--- src/rtl/ifetch_resp_pkg.sv ---
// ifetch_resp_pkg: shared definitions for the instruction-fetch responder.
//   DEF_NOP_INST  - instruction returned on fault or when no valid data
//   LINE_OFS_W    - byte-offset width of one 64-bit line buffer entry
//   fetch_state_e - refill FSM state encoding
package ifetch_resp_pkg;

  localparam logic [31:0] DEF_NOP_INST = 32'h0000_0013;
  localparam int          LINE_OFS_W   = 3;

  typedef enum logic [0:0] {
    ST_IDLE = 1'b0,
    ST_REQ  = 1'b1
  } fetch_state_e;

  // A fetch is misaligned when either of the two low address bits is set.
  function automatic logic is_misaligned(input logic [1:0] lo_bits);
    return (lo_bits != 2'b00);
  endfunction

endpackage

--- src/rtl/ifetch_line_buf.sv ---
// ifetch_line_buf: one-entry 64-bit instruction line buffer.
// Ports:
//   clk, rst      - clock, synchronous active-high reset
//   invalidate    - clears the valid bit (takes priority over a fill)
//   fill_en       - write fill_tag/fill_data and mark the entry valid
//   fill_tag      - line tag of the refilled line
//   fill_data     - 64-bit refill data
//   lookup_tag    - tag of the current fetch address
//   lookup_hi     - selects the upper 32-bit half of the line
//   hit           - entry valid and tag matches
//   word          - selected 32-bit half of the stored line
module ifetch_line_buf
  import ifetch_resp_pkg::*;
#(
  parameter int ADDR_W = 64
) (
  input  logic                         clk,
  input  logic                         rst,
  input  logic                         invalidate,
  input  logic                         fill_en,
  input  logic [ADDR_W-1:LINE_OFS_W]   fill_tag,
  input  logic [63:0]                  fill_data,
  input  logic [ADDR_W-1:LINE_OFS_W]   lookup_tag,
  input  logic                         lookup_hi,
  output logic                         hit,
  output logic [31:0]                  word
);

  logic                       buf_valid_r;
  logic [ADDR_W-1:LINE_OFS_W] buf_tag_r;
  logic [63:0]                buf_data_r;

  // Valid bit: invalidate wins over a simultaneous fill so fence.i is never lost.
  always_ff @(posedge clk) begin
    if (rst) begin
      buf_valid_r <= 1'b0;
    end else if (invalidate) begin
      buf_valid_r <= 1'b0;
    end else if (fill_en) begin
      buf_valid_r <= 1'b1;
    end else begin
      buf_valid_r <= buf_valid_r;
    end
  end

  // Tag and data storage; contents are meaningless while buf_valid_r is low.
  always_ff @(posedge clk) begin
    if (fill_en) begin
      buf_tag_r  <= fill_tag;
      buf_data_r <= fill_data;
    end else begin
      buf_tag_r  <= buf_tag_r;
      buf_data_r <= buf_data_r;
    end
  end

  // Hit compare and half-line select.
  always_comb begin
    hit  = buf_valid_r && (buf_tag_r == lookup_tag);
    word = 32'h0000_0000;
    if (lookup_hi) begin
      word = buf_data_r[63:32];
    end else begin
      word = buf_data_r[31:0];
    end
  end

endmodule

--- src/rtl/ifetch_resp.sv ---
// ifetch_resp: instruction-side responder for the fetch stage.
// Returns a 32-bit instruction for inst_addr out of a one-entry line buffer,
// refilling it over a req/ack memory port on a miss.
// Ports:
//   clk, rst          - clock, synchronous active-high reset
//   inst_addr/inst_ena- fetch request from the fetch stage
//   invalidate        - fence.i pulse, flushes the line buffer
//   inst/inst_valid   - returned instruction and its valid flag
//   inst_fault        - misaligned fetch
//   busy              - refill pending, fetch stage holds the PC
//   mem_req/mem_addr  - refill request (held until mem_ack) and line address
//   mem_ack/mem_rdata - refill data handshake
//   mem_err           - one-cycle pulse when a refill times out
module ifetch_resp
  import ifetch_resp_pkg::*;
#(
  parameter int          ADDR_W   = 64,
  parameter logic [31:0] NOP_INST = DEF_NOP_INST,
  parameter int          TIMEOUT  = 255
) (
  input  logic              clk,
  input  logic              rst,
  input  logic [ADDR_W-1:0] inst_addr,
  input  logic              inst_ena,
  input  logic              invalidate,
  output logic [31:0]       inst,
  output logic              inst_valid,
  output logic              inst_fault,
  output logic              busy,
  output logic              mem_req,
  output logic [ADDR_W-1:0] mem_addr,
  input  logic              mem_ack,
  input  logic [63:0]       mem_rdata,
  output logic              mem_err
);

  localparam int CNT_W = $clog2(TIMEOUT + 1);

  fetch_state_e     state_r;
  logic [CNT_W-1:0] cnt_r;
  logic             poisoned_r;

  logic             hit_s;
  logic [31:0]      word_s;
  logic             start_fill_s;
  logic             fill_en_s;

  // A fill is kept only if no invalidate arrived during or with the ack.
  always_comb begin
    fill_en_s = (state_r == ST_REQ) && mem_ack && !poisoned_r && !invalidate;
  end

  ifetch_line_buf #(
    .ADDR_W (ADDR_W)
  ) u_line_buf (
    .clk        (clk),
    .rst        (rst),
    .invalidate (invalidate),
    .fill_en    (fill_en_s),
    .fill_tag   (mem_addr[ADDR_W-1:LINE_OFS_W]),
    .fill_data  (mem_rdata),
    .lookup_tag (inst_addr[ADDR_W-1:LINE_OFS_W]),
    .lookup_hi  (inst_addr[2]),
    .hit        (hit_s),
    .word       (word_s)
  );

  // Fetch-side response; data is only presented while no refill is in flight.
  always_comb begin
    inst_fault   = inst_ena && is_misaligned(inst_addr[1:0]);
    inst_valid   = inst_ena && !inst_fault && hit_s && (state_r == ST_IDLE);
    busy         = inst_ena && !inst_fault && !inst_valid;
    start_fill_s = inst_ena && !inst_fault && !hit_s;
    if (inst_valid) begin
      inst = word_s;
    end else begin
      inst = NOP_INST;
    end
  end

  // Refill FSM with wait counter and registered memory-port outputs.
  always_ff @(posedge clk) begin
    if (rst) begin
      state_r    <= ST_IDLE;
      cnt_r      <= {CNT_W{1'b0}};
      poisoned_r <= 1'b0;
      mem_req    <= 1'b0;
      mem_addr   <= {ADDR_W{1'b0}};
      mem_err    <= 1'b0;
    end else begin
      mem_err <= 1'b0;
      case (state_r)
        ST_IDLE: begin
          poisoned_r <= 1'b0;
          if (start_fill_s) begin
            state_r  <= ST_REQ;
            mem_req  <= 1'b1;
            mem_addr <= {inst_addr[ADDR_W-1:LINE_OFS_W], {LINE_OFS_W{1'b0}}};
            cnt_r    <= {CNT_W{1'b0}};
          end
        end
        ST_REQ: begin
          if (invalidate) begin
            poisoned_r <= 1'b1;
          end
          if (mem_ack) begin
            state_r    <= ST_IDLE;
            mem_req    <= 1'b0;
            poisoned_r <= 1'b0;
          end else if (cnt_r == CNT_W'(TIMEOUT)) begin
            // Abandon; a persisting miss re-requests from IDLE next cycle.
            state_r    <= ST_IDLE;
            mem_req    <= 1'b0;
            mem_err    <= 1'b1;
            poisoned_r <= 1'b0;
          end else begin
            cnt_r <= cnt_r + CNT_W'(1);
          end
        end
        default: begin
          state_r    <= ST_IDLE;
          mem_req    <= 1'b0;
          poisoned_r <= 1'b0;
        end
      endcase
    end
  end

endmodule
--- config.mk ---
export PLATFORM = sky130hd
export DESIGN_NAME = ifetch_resp
export DESIGN_NICKNAME = d
export VERILOG_FILES = /design/src/rtl/ifetch_resp_pkg.sv /design/src/rtl/ifetch_line_buf.sv /design/src/rtl/ifetch_resp.sv
export SDC_FILE = /design/constraint.sdc
export NUM_CORES = 1
export LEC_CHECK = 0
export CORE_ASPECT_RATIO = 1.5
export CORE_MARGIN = 2
export CORE_UTILIZATION = 25
export DETAILED_ROUTE_END_ITERATION = 6
export DONT_BUFFER_PORTS = 1
export PLACE_DENSITY = 0.44
export RECOVER_POWER = 25
export SLEW_MARGIN = 20
export SYNTH_ARGS = -nofsm -noshare
export SYNTH_HDL_FRONTEND = slang
export SYNTH_SLANG_ARGS = --single-unit
--- constraint.sdc ---
create_clock -name clk -period 10.04 [get_ports clk]
set_input_delay 2.008 -clock clk [delete_from_list [all_inputs] [get_ports clk]]
set_output_delay 2.008 -clock clk [all_outputs]
set_load 0.005 [all_outputs]
==> impl_metrics.tcl, run 1 <==
set metrics [dict create \
    slew_headroom_pct 39.7 \
    layout_common_cells "nand2_1, edfxtp_1, mux2i_1" \
    synth.distinct_cells 42 \
    clock_sinks 199 \
    cts.path.max_buffers 2 \
    drv_cap 0 \
    ff2ff_path_depth 7 \
    cts_tree "done" \
    arrival_ps 4370 \
    clockRootBuffer "clkbuf_16" \
    hold_path_class "reg -> reg" \
    outcome "finished clean" \
    critPathCapture "inst[1]" \
    synth_seq_area_share_pct 65.4 \
    regArea_um2 5240 \
    final-setup-viol-count 0 \
    drtAntennaViolNets 0 \
    ys_ff_latch 199 \
    place.gp.congestion 0.728 \
    cts_max_level 4 \
    multi_input_area_um2 2550 \
    synth_warnings 0 \
    wl_per_cell_um 19.3 \
    setup_ws_ps 3670 \
    insertion_delay_ps 450 \
    peakVddDrop_uv 122 \
    synth-edff-count 125 \
    initial_utilization_pct 25.3 \
    worstSetupPathType "in -> out" \
    antenna_cells 0 \
    fp.dieH_um 223 \
    r2r_slack_ps 7090 \
    cp_max_fo 34 \
    core_area_um2 31600 \
    worstReg2RegEnd "cnt_r[5]" \
    antenna_found_initial 0 \
    startpoint "inst_addr[17]" \
    die_w_um 150 \
    hpwlAfterDp_mm 15.2 \
    fin_nets 772 \
    fin_crit_ps 6370 \
    endpoint_kind "primary output" \
    postCtsResizedCells 0 \
    syn-cell-area_um2 8000 \
    period_share_pct 63.5 \
    pre_cts_ws_ps 3350 \
    mostFrequentLayoutCell "nand2_1" \
    drt-initial-drc-count 320 \
    grt_max_degree 89 \
    fin_util_pct 28.4 \
    async_reset_ff_share_pct 0 \
    fmax_mhz 157 \
    firstDrtPassIters 5 \
    grt.overflow.total 0 \
    port_buffers 0 \
    rr_startpoint "u_line_buf.buf_tag_r[17]" \
    rsz0062_at_grt "false" \
    powerDensity_nw_per_um2 181 \
    cts_setup_buffers 0 \
    grt_usage_pct 12.5 \
    avgViaCountPerCell 4.44 \
    wl_mm 20.5 \
    areaGrowthSynthToFinish_pct 12.3 \
    nFillCells 3288 \
    hold_violations 0 \
    required_ps 8030 \
    synth_cells 644 \
    rows 80 \
    synth_ff_type "edfxtp_1" \
    drc_errors 0 \
    numCtsBuffers 17 \
    p_leak_nw 2.98 \
    path_clk_slew_ps 80 \
    worstSetupStartpointType "primary input" \
    slew_viol_final 0 \
    io_pins 234 \
    drive_above_1_share_pct 6.30 \
    tightest_slew_ps 905 \
    avgSynthCellArea_um2 12.4 \
    p_total_mw 1.63 \
    grt_pass1_wl_mm 30.4 \
    dieArea_um2 33500 \
    tns_ps 0 \
    first_global_vias 4790 \
    ctsHoldBuffers 0 \
    fin_skew_ps 10.1 \
    vias 4713 \
]
## cells by family (layout without fill, tap and decap cells)
group	Yosys count	count (layout)	share of synthesized area [%]
AOI/OAI and AO/OA	30	30	2.99
xor gates and xnor gates	39	39	4.27
adders and majority gates	1	1	0.156
buffers and inverters	53	58	2.99
DFF	199	199	65.4
muxes	90	90	11.3
other	1	3	0.0469
and+or+nand+nor	231	231	12.9
## how the worst min path moves through the flow
stage	from	to	slack [ps]	cells past startpoint
floorplan	mem_addr[10]	u_line_buf.buf_tag_r[10]	450	0
global placement	mem_addr[19]	u_line_buf.buf_tag_r[19]	470	0
detailed placement	mem_addr[11]	u_line_buf.buf_tag_r[11]	470	0
CTS	cnt_r[1]	cnt_r[1]	500	2
global route	mem_addr[38]	u_line_buf.buf_tag_r[38]	510	0
finish	mem_addr[21]	mem_addr[21]	490	2
## where the power goes
group,internal [mW],switching [mW],leakage (nW)
registers,0.881,0.0128,1.67
logic,0.0258,0.0341,1.03
clock network,0.349,0.325,0.277
## final cells by class
class / count / share of cell area, %
flip-flops and latches: 199 / 58.2
multi-input cells: 394 / 28.4
well taps: 410 / 5.71
clock buffers: 18 / 4.77
clock inverters: 14 / 1.55
inverters: 21 / 0.905
repair buffers: 5 / 0.418
## worst max-delay path, cell delays in order
cell     delay (ps)
xnor2_1         480
nand4_1         180
nor4_1          590
and4_1          370
nand3_1         140
buf_4           270
a211o_1         320
## stage by stage
step	instance area (um2)	hold slack [ps]	std cells
final	8990	492	1061
after global placement	8420	474	1029
after floorplan	8010	454	646
after detailed placement	8420	473	1029
after CTS	8990	497	1061
after global routing	8990	507	1061
## cell usage after synthesis (4+ instances only)
library cell	number	share of area, %
nand2_1	128	6.0
edfxtp_1	125	47
mux2i_1	90	11
dfxtp_1	74	19
nor2_1	36	1.7
xnor2_1	34	3.7
clkbuf_1	20	0.94
inv_1	20	0.94
nor2b_1	15	1.2
nand2b_1	14	1.1
nand4_1	10	0.78
buf_4	8	0.75
nor3_1	8	0.50
o22ai_1	7	0.55
nand3_1	6	0.38
nor4_1	6	0.47
xor2_1	5	0.55
o2111ai_1	4	0.44
## sequential cells by signal, summed over array words and instances, names as in the netlist
signal and cells:
mem_err 1, u_line_buf.buf_tag_r 61, mem_req 1, u_line_buf.buf_data_r 64
mem_addr 61, cnt_r 8, u_line_buf.buf_valid_r 1, state_r 1
poisoned_r 1
## per-layer routing
layer  share of wire (%)  wire [um]  global-route usage [%]  vias up
met2                  51      10400                    21.3      188
met4                 2.0        411                    4.44        0
met5                   0          0                       0        -
li1                    -          -                       -     2236
met3                 9.7       1990                    5.60       15
met1                  38       7700                    13.8     2274
Power figures use the tool's default switching activity.
==> run 2: changes to the inputs <==
PLACE_DENSITY = 0.46   (was 0.44)
clock period = 5.7 ns   (was 10.04 ns; I/O delays follow)
==> run 2 against run 1 <==
Die area stayed put; non-clock buffer count stayed put; highest routed layer unchanged; global-route usage is 0.35 points lower; critical endpoint unchanged; sequential share of layout area is 0.11 points lower; critical path type unchanged; core utilization is 0.055 points higher; clock skew is 3.4 ps higher; worst hold slack worse by 3.1 ps; combinational power is 78% higher; sequential power is 76% higher.
==> impl_metrics.tcl, run 2 (synthesis gave the netlist of run 1 again) <==
set metrics [dict create \
    tns_ps 0 \
    numCtsBuffers 17 \
    p_leak_nw 2.98 \
    vias 4614 \
    port_buffers 0 \
    drv_cap 0 \
    tightest_slew_ps 870 \
    clockRootBuffer "clkbuf_16" \
    largest_reg_flops 64 \
    ff2ff_path_depth 7 \
    first_global_vias 4669 \
    grt_pass1_wl_mm 29.5 \
    arrival_ps 3280 \
    mostFrequentLayoutCell "nand2_1" \
    path_delay_family "simple AND/OR/NAND/NOR gates" \
    path_clk_slew_ps 70 \
    wl_per_cell_um 19.1 \
    io_pins 234 \
    slew_viol_final 0 \
    use_met2_pct 21.0 \
    startpoint "inst_addr[17]" \
    fin_crit_ps 4420 \
    hold_path_class "reg -> reg" \
    grt_use_met1_pct 12.6 \
    fmax_mhz 226 \
    firstDrtPassIters 5 \
    required_ps 4560 \
    peakVddDrop_uv 195 \
    ctsHoldBuffers 0 \
    dpl.cell_count 1029 \
    dieArea_um2 33500 \
    hold_violations 0 \
    worstSetupPathType "in -> out" \
    fp.dieH_um 223 \
    postCtsResizedCells 0 \
    cts_max_level 4 \
    worst_path_max_delay_cell "nor4_1" \
    p_total_mw 2.85 \
    outcome "finished clean" \
    cp_max_fo 34 \
    antenna_found_initial 0 \
    worstSetupPathDepth 7 \
    use_met3_pct 5.38 \
    pre_cts_ws_ps 994 \
    drc_errors 0 \
    rows 80 \
    place.gp.congestion 0.759 \
    top_register "u_line_buf.buf_data_r" \
    layout_common_cells "nand2_1, edfxtp_1, mux2i_1" \
    cts_setup_buffers 0 \
    setup_ws_ps 1280 \
    drtAntennaViolNets 0 \
    period_share_pct 77.5 \
    fin_nets 772 \
    cts.path.max_buffers 2 \
    final-setup-viol-count 0 \
    worstSetupStartpointType "primary input" \
    cp_cell_sequence "xnor2_1 > nand4_1 > nor4_1 > and4_1 > nand3_1 > buf_4 > a211o_1" \
    top_regs "u_line_buf.buf_data_r (64), mem_addr (61), u_line_buf.buf_tag_r (61)" \
    drive_above_1_share_pct 6.30 \
    fin_skew_ps 13.4 \
    stdcell_count 1061 \
    endpoint_kind "primary output" \
    rr_startpoint "u_line_buf.buf_tag_r[17]" \
    busiest_layer "met2" \
    grt_usage_pct 12.2 \
    die_w_um 150 \
    dpl-instance-area_um2 8450 \
    slew_headroom_pct 41.9 \
    cts_tree "done" \
    avgViaCountPerCell 4.35 \
    critPathMaxStageDelay_ps 520 \
    clock_sinks 199 \
    worst-path-buf-inv 1 \
    core_area_um2 31600 \
    worstHoldPathCells 0 \
    antenna_cells 0 \
    rsz0062_at_grt "false" \
    drt-initial-drc-count 231 \
    initial_utilization_pct 25.3 \
    final_area_um2 9010 \
    hpwlAfterDp_mm 14.7 \
    grt.overflow.total 0 \
    powerDensity_nw_per_um2 316 \
    insertion_delay_ps 450 \
    wl_mm 20.2 \
    hp-start "mem_addr[39]" \
    areaGrowthSynthToFinish_pct 12.5 \
    grt_max_degree 79 \
]
==> run 2: cell count changes in the layout (fill, tap and decap cells not counted) <==
cell / delta
buf_12: +2
buf_4: -2
bufinv_16: -1
clkbuf_16: +1
clkinv_4: -1
inv_6: +2
inv_8: -1
==> run 2: per-layer routing <==
layer | vias to the layer above | part of all wire (%)
li1 | 2234 | -
met3 | 20 | 9.7
met1 | 2173 | 37
met4 | 0 | 2.1
met5 | - | 0
met2 | 187 | 51
==> run 2: final cells by class <==
cell class	instances	area, um2
multi-input combinational	394	2550
inverter	21	81.3
sequential	199	5240
timing repair buffer	5	62.6
tap	410	513
clock inverter	13	106
fill	3297	22600
clock buffer	19	454
==> run 2: final timing paths <==
check | endpoint | slack, ps
worst max-delay path | inst[1] | 1280
worst min-delay path | u_line_buf.buf_tag_r[39] | 490
worst max register to register | cnt_r[5] | 2880
worst min register to register | u_line_buf.buf_tag_r[39] | 490
==> run 2: power by group <==
group          switching, mW  internal, mW
Clock                  0.573         0.597
Combinational         0.0611        0.0460
Sequential            0.0216          1.55
Total                  0.656          2.19
==> run 2: worst reg2reg max path, cell delays in order (launching register included) <==
cell and delay (ps):
edfxtp_1 380, xnor2_1 390, nand4_1 160, nor4_1 520, and4_1 400, a21boi_4 240
buf_12 310, nor4_1 340
==> run 2: metrics by stage <==
step | utilization [%] | hold WS [ps]
after floorplan | - | 454
final | 28.5 | 489
after global routing | 28.5 | 506
after detailed placement | 26.7 | 480
after global placement | 26.7 | 471
after CTS | 28.5 | 496
